## config.mk

```make
export PLATFORM = sky130hd
export DESIGN_NAME = pc_sequencer
export DESIGN_NICKNAME = d
export VERILOG_FILES = /design/src/rtl/pc_sequencer_pkg.sv /design/src/rtl/pc_target_calc.sv /design/src/rtl/pc_sequencer.sv
export SDC_FILE = /design/constraint.sdc
export NUM_CORES = 1
export LEC_CHECK = 0
export CAP_MARGIN = 20
export CORE_ASPECT_RATIO = 0.8
export CORE_MARGIN = 5
export CORE_UTILIZATION = 40
export CTS_BUF_LIST = sky130_fd_sc_hd__clkbuf_8 sky130_fd_sc_hd__clkbuf_16
export DETAILED_ROUTE_END_ITERATION = 16
export PLACE_DENSITY = 0.68
export SYNTH_ARGS = -nofsm -noshare
export SYNTH_HDL_FRONTEND = slang
export SYNTH_SLANG_ARGS = --single-unit
export TNS_END_PERCENT = 1
```

## constraint.sdc

```tcl
create_clock -name clk -period 5.11 [get_ports clk]
set_input_delay 0.7665 -clock clk [delete_from_list [all_inputs] [get_ports clk]]
set_output_delay 0.7665 -clock clk [all_outputs]
set_load 0.02 [all_outputs]
```

## src/rtl/pc_sequencer_pkg.sv

```systemverilog
// Shared constants for the PC sequencer: datapath width, reset vector and FSM state encodings.
package pc_sequencer_pkg;

    localparam int          XLEN         = 32;
    localparam logic [31:0] RESET_VECTOR = 32'h0000_0000;

    localparam logic [1:0] ST_RESET         = 2'd0;
    localparam logic [1:0] ST_FETCH         = 2'd1;
    localparam logic [1:0] ST_REDIRECT_WAIT = 2'd2;
    localparam logic [1:0] ST_TRAP          = 2'd3;

    typedef enum logic [1:0] {
        RESET         = ST_RESET,
        FETCH         = ST_FETCH,
        REDIRECT_WAIT = ST_REDIRECT_WAIT,
        TRAP          = ST_TRAP
    } seq_state_e;

endpackage

```

## src/rtl/pc_target_calc.sv

```systemverilog
// Control-transfer target, link address and misalignment detection for the execute-stage instruction.
module pc_target_calc #(
    parameter int XLEN = 32
) (
    input  logic [XLEN-1:0] ex_pc,
    input  logic            ex_is_branch,
    input  logic            ex_is_jal,
    input  logic            ex_is_jalr,
    input  logic [XLEN-1:0] ex_imm,
    input  logic [XLEN-1:0] ex_rs1,
    input  logic            branch,
    output logic [XLEN-1:0] target,
    output logic [XLEN-1:0] link_addr,
    output logic            taken,
    output logic            misaligned
);

    logic [XLEN-1:0] jalr_sum;

    assign jalr_sum = ex_rs1 + ex_imm;

    // JALR wins over JAL/branch; JAL and branch share the PC-relative target.
    assign target     = ex_is_jalr ? {jalr_sum[XLEN-1:1], 1'b0} : (ex_pc + ex_imm);
    assign taken      = ex_is_jalr | ex_is_jal | (ex_is_branch & branch);
    assign misaligned = |target[1:0];
    assign link_addr  = ex_pc + XLEN'(4);

endmodule

```

## src/rtl/pc_sequencer.sv

```systemverilog
// RV32I program-counter / fetch sequencer with redirect, flush and misaligned-target trap.
// Optional PC_SEQ_STATS_EN adds stat_taken / stat_flush event counters.
module pc_sequencer #(
    parameter int              XLEN         = pc_sequencer_pkg::XLEN,
    parameter logic [XLEN-1:0] RESET_VECTOR = pc_sequencer_pkg::RESET_VECTOR
) (
    input  logic            clk,
    input  logic            rst_n,
    output logic            imem_req,
    output logic [XLEN-1:0] imem_addr,
    input  logic            imem_ack,
    input  logic            stall,
    input  logic            ex_valid,
    input  logic [XLEN-1:0] ex_pc,
    input  logic            ex_is_branch,
    input  logic            ex_is_jal,
    input  logic            ex_is_jalr,
    input  logic [XLEN-1:0] ex_imm,
    input  logic [XLEN-1:0] ex_rs1,
    input  logic            branch,
    output logic            flush,
    output logic [XLEN-1:0] link_addr,
`ifdef PC_SEQ_STATS_EN
    output logic [31:0]     stat_taken,
    output logic [31:0]     stat_flush,
`endif
    output logic            trap,
    output logic [XLEN-1:0] trap_addr
);

    import pc_sequencer_pkg::*;

    seq_state_e      state;
    logic [XLEN-1:0] pc;
    logic [XLEN-1:0] pend_pc;
    logic [XLEN-1:0] trap_addr_q;
    logic            req_q;
    logic            trap_q;

    logic [XLEN-1:0] target;
    logic            xfer_taken;
    logic            misaligned;
    logic            active;
    logic            redirect;
    logic            redirect_ok;
    logic            redirect_bad;

    pc_target_calc #(.XLEN(XLEN)) u_target_calc (
        .ex_pc        (ex_pc),
        .ex_is_branch (ex_is_branch),
        .ex_is_jal    (ex_is_jal),
        .ex_is_jalr   (ex_is_jalr),
        .ex_imm       (ex_imm),
        .ex_rs1       (ex_rs1),
        .branch       (branch),
        .target       (target),
        .link_addr    (link_addr),
        .taken        (xfer_taken),
        .misaligned   (misaligned)
    );

    // Redirects are only honoured while fetching; a reset cycle masks everything.
    assign active       = (state == FETCH) || (state == REDIRECT_WAIT);
    assign redirect     = rst_n & active & ex_valid & ~stall & xfer_taken;
    assign redirect_ok  = redirect & ~misaligned;
    assign redirect_bad = redirect & misaligned;
    assign flush        = redirect | (rst_n & (state == REDIRECT_WAIT) & imem_ack);

    assign imem_req  = req_q;
    assign imem_addr = pc;
    assign trap      = trap_q;
    assign trap_addr = trap_addr_q;

    // NOTE: sequential state uses non-blocking assignments so every register samples pre-edge values.
    always_ff @(posedge clk) begin
        if (!rst_n) begin
            state       <= RESET;
            pc          <= RESET_VECTOR;
            pend_pc     <= '0;
            req_q       <= 1'b0;
            trap_q      <= 1'b0;
            trap_addr_q <= '0;
        end else begin
            unique case (state)
                RESET: begin
                    state <= FETCH;
                    req_q <= 1'b1;
                end
                FETCH, REDIRECT_WAIT: begin
                    if (redirect_bad) begin
                        state       <= TRAP;
                        req_q       <= 1'b0;
                        trap_q      <= 1'b1;
                        trap_addr_q <= target;
                    end else if (state == FETCH) begin
                        if (redirect_ok && imem_ack) begin
                            pc <= target;
                        end else if (redirect_ok) begin
                            pend_pc <= target;
                            state   <= REDIRECT_WAIT;
                        end else if (imem_ack && !stall) begin
                            pc <= pc + XLEN'(4);
                        end
                    end else if (imem_ack) begin
                        // Outstanding response is discarded; the latest target wins.
                        pc    <= redirect_ok ? target : pend_pc;
                        state <= FETCH;
                    end else if (redirect_ok) begin
                        pend_pc <= target;
                    end
                end
                TRAP: begin
                    state <= TRAP;
                end
            endcase
        end
    end

`ifdef PC_SEQ_STATS_EN
    always_ff @(posedge clk) begin
        if (!rst_n) begin
            stat_taken <= '0;
            stat_flush <= '0;
        end else begin
            stat_taken <= stat_taken + 32'(redirect_ok);
            stat_flush <= stat_flush + 32'(flush);
        end
    end
`endif

endmodule
```

Yosys cells after proc, flatten, opt, wreduce, memory -nomap -nowiden. Index checks and enable logic that the tools add are counted.

Register bits after elaboration: 100. Bits in latches: 0. RAM bits: 0. ROM bits: 0. Input bits: 105. Output and inout bits: 99. Memories kept: 0.

Add/sub/neg operators: 4. $mul: 0. Divide/modulo/power cells: 0. Order comparisons: 0. Eq/ne operators: 11. Shift-type cells: 0. Mux-type cells: 18. Bitwise logic cells: 15. Reductions and logical operators: 14.

Operators by type and width (count): 2-to-1 mux 32 bit (10); adder 32 x 3 -> 32 bit (second input constant) (2); adder 32 bit (2); != test 4 bit (second input constant) (3); 2-to-1 mux 2 bit (5); bitwise AND 1 bit (9); one-hot mux 2 bit (3 select lines) (1); AND reduction 5 bit (1); == test 2 bit (second input constant) (2); != test 2 bit (second input constant) (2); AND reduction 2 bit (2); AND reduction 4 bit (1); nonzero test 2 bit (2); OR reduction 2 bit (2); != test 3 x 1 -> 1 bit (second input constant) (1); != test 3 x 2 -> 1 bit (second input constant) (1); inverter 1 bit (3); bitwise OR 1 bit (3); AND reduction 3 bit (1); == test 2 x 1 -> 1 bit (second input constant) (1); logical AND 1 bit (2); logical NOT 2 bit (1); != test 2 x 1 -> 1 bit (second input constant) (1); one-hot mux 1 bit (2 select lines) (1); other kinds (3) (3).

Logic depth before layout (Yosys ltp). Gate-level depths: netlist of run 1.

Depth after elaboration: 12. Depth in mapped cells: 13.

By module. Synthesis of run 1 repeated with hierarchy kept, for this count alone.

Cell total of the unflattened synthesis: 1220. Area, all modules: 8881.0 um^2.

Modules (own cells, without submodules): pc_sequencer (times used 1, cells an instance 596, area each 4628.2 um^2, seq. area each 2001.9 um^2); pc_target_calc (times used 1, cells an instance 624, area each 4252.8 um^2, seq. area each 0.0 um^2).

Worst setup path before layout of run 1. No wires, ideal clock.

Kind: input to register. Start: in ex_imm[0]. End: reg pc[26] (netlist: imem_addr[26]). Arrival time: 3.198 ns. Slack: 1.796 ns. Cell stages on the path: 11. Buffers on the path: 0. Cells stage by stage: and2_1 fa_1 a21o_2 a221oi_2 a221oi_2 a221oi_2 o31a_2 o21ai_0 a211oi_1 o21ai_0 o211a_1.

Longest elaborated chain between the ends: 8. Elaborated cells between the ends (all ways): 16. Those cells by class: add/sub: 2; eq/ne: 2; mux: 5; bitwise: 4; reduce/logical: 3.

RTL lines: from (decl) (RTL line pc_sequencer.sv:18) `input logic [XLEN-1:0] ex_imm,`; adder 32 bit (on tied branches) (RTL line pc_target_calc.sv:23, pc_target_calc.sv:20); 2-to-1 mux 32 bit (*) (RTL line pc_target_calc.sv:23) `assign target = ex_is_jalr ? {jalr_sum[XLEN-1:1], 1'b0} : (ex_pc + ex_imm);`; OR reduction 2 bit (RTL line pc_target_calc.sv:25) `assign misaligned = |target[1:0];`; inverter 1 bit (RTL line pc_sequencer.sv:65) `assign redirect_ok = redirect & ~misaligned;`; bitwise AND 1 bit (RTL line pc_sequencer.sv:65); logical AND 1 bit or 2-to-1 mux 32 bit (tied branches); != test 3 x 1 -> 1 bit (no line), or another cell as far along; AND reduction 5 bit (no line) or 2-to-1 mux 32 bit (tied branches); to (signal assigned) (RTL line pc_sequencer.sv:97) `pc <= target;`; to (signal assigned) (RTL line pc_sequencer.sv:102) `pc <= pc + XLEN'(4);`; to (signal assigned) (RTL line pc_sequencer.sv:106) `pc <= redirect_ok ? target : pend_pc;`; to (decl) (RTL line pc_sequencer.sv:34) `logic [XLEN-1:0] pc;`.

Mark *: on every way between the ends. The rest lies on a longest branch, timed or not. The select of a mux whose other input is x is not followed. A chain may end at the register's enable or synchronous reset.

Worst setup path in the final report of run 1.
Start: in ex_pc[4]. End: out link_addr[29].

Longest elaborated chain between the ends: 1.

RTL lines: from (decl) (RTL line pc_sequencer.sv:14) `input logic [XLEN-1:0] ex_pc,`; adder 32 x 3 -> 32 bit (RTL line pc_target_calc.sv:26) `assign link_addr = ex_pc + XLEN'(4);`; to (decl) (RTL line pc_sequencer.sv:22) `output logic [XLEN-1:0] link_addr,`.

No other way between the ends.

==> results.json, run 1 <==
{
  "row_count": 49,
  "yosysMostFrequentCell": "o21ai_0",
  "fin_crit_sh": 0.919,
  "syn_to_final_growth_pct": 27.2,
  "cp_data_arrival_time_ps": 3930,
  "grt.overflow.total": 0,
  "antennaDiodeCount": 0,
  "layout_setup_ws_ps": 415,
  "synthTopCellsByCount": "112 x o21ai_0, 109 x nand2_1, 106 x a21oi_1, 100 x dfxtp_1, 93 x nor2_1",
  "power_leakage_nw": 4.59,
  "insertion_delay_ps": 350,
  "via_per_inst": 5.76,
  "final_cell_count_no_fill": 1652,
  "io_pins": 204,
  "cp.required_ps": 4340,
  "ir_worst_vdd_mv": 0.229,
  "wl_per_cell_um": 17.9,
  "crit_type": "in -> out",
  "ys_types": 89,
  "ff2ff_setup_slack_ps": 1850,
  "startpoint": "ex_pc[4]",
  "vias": 9510,
  "tightestPinTransition_ps": 1070,
  "yosys_most_used_dff": "dfxtp_1",
  "synth.largest_area_cell": "dfxtp_1",
  "seq_area_frac_synth": 0.222,
  "path_delay_family": "simple AND/OR/NAND/NOR gates",
  "dp.cells": 1636,
  "rsz0062_at_grt": "false",
  "die_x_um": 178,
  "drv_slew": 0,
  "core_area_um2": 22400,
  "cts_made_buffers": 9,
  "start_util": 0.403,
  "grt_pass1_wl_mm": 46.5,
  "post_cts_buffers": 0,
  "cts_resized": 0,
  "fin_worst_skew_ps": 9.45,
  "powerDensity_nw_per_um2": 257,
  "drive_gt1_frac": 0.0535,
  "grtUsageTotal": 0.220,
  "tns_ps": 0,
  "clkSinkCount": 100,
  "hold_class": "reg -> reg",
  "nets": 1517,
  "htreeDepth": 3,
  "ctsHoldBuffers": 0,
  "grt_max_degree": 79,
  "grt_pass1_vias": 8790,
  "place_ws_ps": 393,
  "netlist.area_leader.share": 0.222,
  "final-setup-viol-count": 0,
  "drtIter0Drc": 769,
  "syn_area_per_cell_um2": 7.66,
  "period_minus_slack_ps": 4690,
  "fillerInstances": 2213,
  "syn_nets": 1355,
  "yosys_warnings": 0,
  "antenna_found_initial": 0,
  "max_cap_violations": 0,
  "cp_slowest_cell": "clkdlybuf4s50_1",
  "status": "finished clean",
  "worst-path-buf-inv": 2,
  "gp_congestion": 0.896,
  "cp-start-kind": "input port",
  "cts_root_buf": "clkbuf_16",
  "die_y_um": 144,
  "routed_wl_mm": 29.6,
  "cp_max_fo": 5,
  "port_buffers": 203,
  "hp-start": "trap",
  "end_kind": "output port",
  "critical_path.cell_chain": "clkdlybuf4s50_1, and3_1, and3_1, and2_1, nor2b_1, nand4_1, nor2_1, nand3_1, nor2_1, xor2_1, clkdlybuf4s50_1",
  "tritoncts": "built",
  "r2r-start": "state[1]",
  "clkTransAtPathRegs_ps": 80,
  "drt_first_pass_iters": 5,
  "max_stage_delay_ps": 620,
  "die_area_um2": 25700,
  "drc": 0,
  "max_freq_ghz": 0.213,
  "ys_ff_latch": 100,
  "synth_edf_count": 0,
  "syn_area_um2": 9030,
  "hold_violations": 0,
  "ys_async_sr_fraction": 0,
  "synth_area_leaders": "dfxtp_1 22%, ha_1 9.6%, o21ai_0 6.2%",
  "clockBufferDepth": 2,
  "antenna_left": 0,
  "synthCells": 1179,
  "dp_hpwl_mm": 22.9,
  "slew_headroom": 0.285
}
==> per-layer routing <==
| metal | vias to the layer above | track usage | part of all wire |
|---|---|---|---|
| met5 | - | 0 | 0 |
| met2 | 324 | 0.371 | 0.46 |
| met3 | 20 | 0.0436 | 0.068 |
| li1 | 4717 | - | - |
| met1 | 4449 | 0.300 | 0.46 |
| met4 | 0 | 0.0297 | 0.010 |
==> cell usage in the layout, fill, tap and decap left out, types with 21 or more instances in the layout <==
| master | Yosys | layout |
|---|---|---|
| clkdlybuf4s50_1 | 0 | 201 |
| o21ai_0 | 112 | 111 |
| nand2_1 | 109 | 108 |
| a21oi_1 | 106 | 106 |
| dfxtp_1 | 100 | 100 |
| nor2_1 | 93 | 92 |
| ha_1 | 69 | 69 |
| nand3_1 | 64 | 64 |
| xnor2_1 | 56 | 56 |
| xor2_1 | 34 | 34 |
| a21o_1 | 33 | 33 |
| a211oi_1 | 27 | 27 |
| inv_1 | 25 | 25 |
| nand4_1 | 24 | 24 |
| and3_1 | 21 | 21 |
==> report_power, final <==
group / switching, W / internal, W / leakage [nW]
combinational: 0.000770 / 0.000546 / 3.63
clock: 0.000335 / 0.000394 / 0.156
sequential: 0.0000691 / 0.000833 / 0.809
total: 0.00117 / 0.00177 / 4.59
==> per-stage QoR <==
stage,hold slack [ps],instance area [um2],utilization,power (W)
floorplan,436,9030,-,0.00174
global placement,438,11200,0.499,0.00221
detailed placement,436,11200,0.499,0.00222
CTS,451,11500,0.513,0.00295
global route,481,11500,0.513,0.00312
finish,451,11500,0.513,0.00295
==> cells by family after synthesis <==
group                      after synthesis  share of synthesized area
AOI/OAI and AO/OA                      417                      0.303
and+or+nand+nor                        387                      0.208
DFF                                    100                      0.222
buffers and inverters                   93                     0.0563
xor gates and xnor gates                90                     0.0873
adders and majority gates               71                      0.100
muxes                                   21                     0.0236
==> final timing paths <==
kind	endpoint	depth (start not counted)
worst max register to register	imem_addr[27]	9
worst min-delay path	trap	2
worst min register to register	trap	2
worst max-delay path	link_addr[29]	11
==> state kept, by name (all words and copies together) (netlist names) <==
signal	flops
pend_pc	32
imem_req	1
trap_addr	32
state	2
imem_addr	32
trap	1
==> layout make-up <==
cell class / instances / area, um2 / share of cell area
Inverter: 25 / 93.8 / 0.00817
Multi-Input combinational cell: 986 / 6540 / 0.569
Clock inverter: 7 / 92.6 / 0.00806
Tap cell: 306 / 383 / 0.0333
Sequential cell: 100 / 2000 / 0.174
Timing Repair Buffer: 219 / 2150 / 0.188
Clock buffer: 9 / 225 / 0.0196
==> tightest hold or removal path: cells and delay by family, from the launching register on <==
kind             cells  cell delay, ps
DFF                  1             320
and+or+nand+nor      2             100
Note: power is estimated with default switching activity, not from simulation.
==> inputs of run 2 (changes only) <==
Settings changed: CORE_MARGIN 5 to default, CORE_UTILIZATION 40 to 25, PLACE_DENSITY 0.68 to 0.48.
==> run 2 against run 1 <==
Non-clock buffer count grew 9; setup slack improved by 85 ps; combinational power up 3%; core utilization down 18 points; hold slack worse by 2.2 ps; fmax increased by 1.8%; global-route usage shrank 4.2 points; critical path depth increased by 1; sequential share of layout area down 0.42 points; count of clock-buffer cells in the layout grew 1; flip-flop and latch count unchanged; first-iteration DRC count fell by 18%; largest power group unchanged.
==> results.json, run 2 (synthesis gave the netlist of run 1 again) <==
{
  "status": "finished clean",
  "grt.overflow.total": 0,
  "hold_violations": 0,
  "post_cts_buffers": 0,
  "cts_made_buffers": 9,
  "final_cell_mix": "201 x clkdlybuf4s50_1, 111 x o21ai_0, 108 x nand2_1",
  "via_per_inst": 5.17,
  "dp_hpwl_mm": 26.2,
  "port_buffers": 203,
  "cts_root_buf": "clkbuf_16",
  "antenna_left": 0,
  "cp_slowest_cell": "clkdlybuf4s50_1",
  "cp_max_fo": 5,
  "htreeDepth": 3,
  "hold_class": "reg -> reg",
  "syn_to_final_growth_pct": 30.4,
  "final-setup-viol-count": 0,
  "final_core_util": 0.335,
  "die_x_um": 214,
  "drc": 0,
  "grtUsageTotal": 0.178,
  "gp_congestion": 0.868,
  "clkTransAtPathRegs_ps": 70,
  "drt_first_pass_iters": 5,
  "grt_pass1_wl_mm": 51.7,
  "end_kind": "output port",
  "grt_pass1_vias": 9005,
  "nets": 1526,
  "rsz0062_at_grt": "false",
  "slew_headroom": 0.294,
  "grt_max_degree": 77,
  "final_common_cell": "clkdlybuf4s50_1",
  "max_freq_ghz": 0.217,
  "crit_type": "in -> out",
  "clkSinkCount": 100,
  "max_cap_violations": 0,
  "fin_crit_sh": 0.902,
  "drv_slew": 0,
  "drive_gt1_frac": 0.0590,
  "clockBufferDepth": 2,
  "cp-start-kind": "input port",
  "critical_path.cell_chain": "clkdlybuf4s50_1, and3_1, and3_1, and2_1, nor2b_1, nand4_1, nor2_1, buf_4, nand3_1, nor2_1, xor2_1, clkdlybuf4s50_1",
  "drtIter0Drc": 633,
  "cp_data_arrival_time_ps": 3840,
  "wl_per_cell_um": 18.2,
  "die_y_um": 172,
  "die_area_um2": 36900,
  "start_util": 0.257,
  "routed_wl_mm": 33.3,
  "power_leakage_nw": 4.64,
  "ctsHoldBuffers": 0,
  "tightestPinTransition_ps": 1060,
  "cts_resized": 0,
  "io_pins": 204,
  "tns_ps": 0,
  "period_minus_slack_ps": 4610,
  "core_area_um2": 35200,
  "cp.required_ps": 4340,
  "insertion_delay_ps": 350,
  "tritoncts": "built",
  "worst-path-buf-inv": 3,
  "powerDensity_nw_per_um2": 257,
  "fin_worst_skew_ps": 8.91,
  "antennaDiodeCount": 0,
  "antenna_found_initial": 0,
  "vias": 9440,
  "ir_worst_vdd_mv": 0.172,
  "max_stage_delay_ps": 620,
  "row_count": 61,
  "path_delay_family": "simple AND/OR/NAND/NOR gates"
}
-- run 2: cell types whose count changed in the layout (fill, tap and decap cells not counted), sizes merged --
cell	before	now
buf	18	27
bufinv	1	2
clkbuf	9	10
clkinv	2	0
clkinvlp	0	2
inv	29	27
-- run 2: per-stage QoR --
stage	power, W	area, um2	setup WS, ps	cells	hold WS [ps]
after global placement	0.00228	11400	490	1810	433
after CTS	0.00305	11800	433	1826	451
after detailed placement	0.00228	11400	483	1810	437
after floorplan	0.00174	9030	1800	1179	436
after global routing	0.00322	11800	153	1827	476
final	0.00303	11800	500	1827	449
-- run 2: per-layer routing --
metal	up-vias	part of all wire	wire [um]	track usage
li1	4730	-	-	-
met1	4469	0.51	17100	0.252
met2	222	0.44	14500	0.287
met3	19	0.041	1360	0.0274
met4	0	0.0092	306	0.0267
met5	-	0	0	0
-- run 2: path summary, 6_finish.rpt --
check,endpoint,cells past startpoint,start,slack (ps)
worst min register to register,trap,2,trap,450
worst max-delay path,link_addr[29],12,ex_pc[4],500
worst max register to register,imem_addr[16],11,state[0],1850
worst min-delay path,trap,2,trap,450
-- run 2: power breakdown --
group	internal, W	total [W]	switching, W
combinational	0.000558	0.00136	0.000804
clock	0.000443	0.000761	0.000318
sequential	0.000833	0.000903	0.0000704
total	0.00183	0.00303	0.00119
-- run 2: layout make-up --
class / instances / area [um2]
clock inverters: 6 / 87.6
fillers: 3753 / 23400
well taps: 472 / 591
inverters: 25 / 93.8
clock buffers: 10 / 239
repair buffers: 228 / 2220
flip-flops and latches: 100 / 2000
multi-input cells: 986 / 6540
-- run 2: tightest hold or removal path, stage by stage (launching register included) --
cell	delay [ps]
dfxtp_1	310
nand2_1	50
nand2_1	40
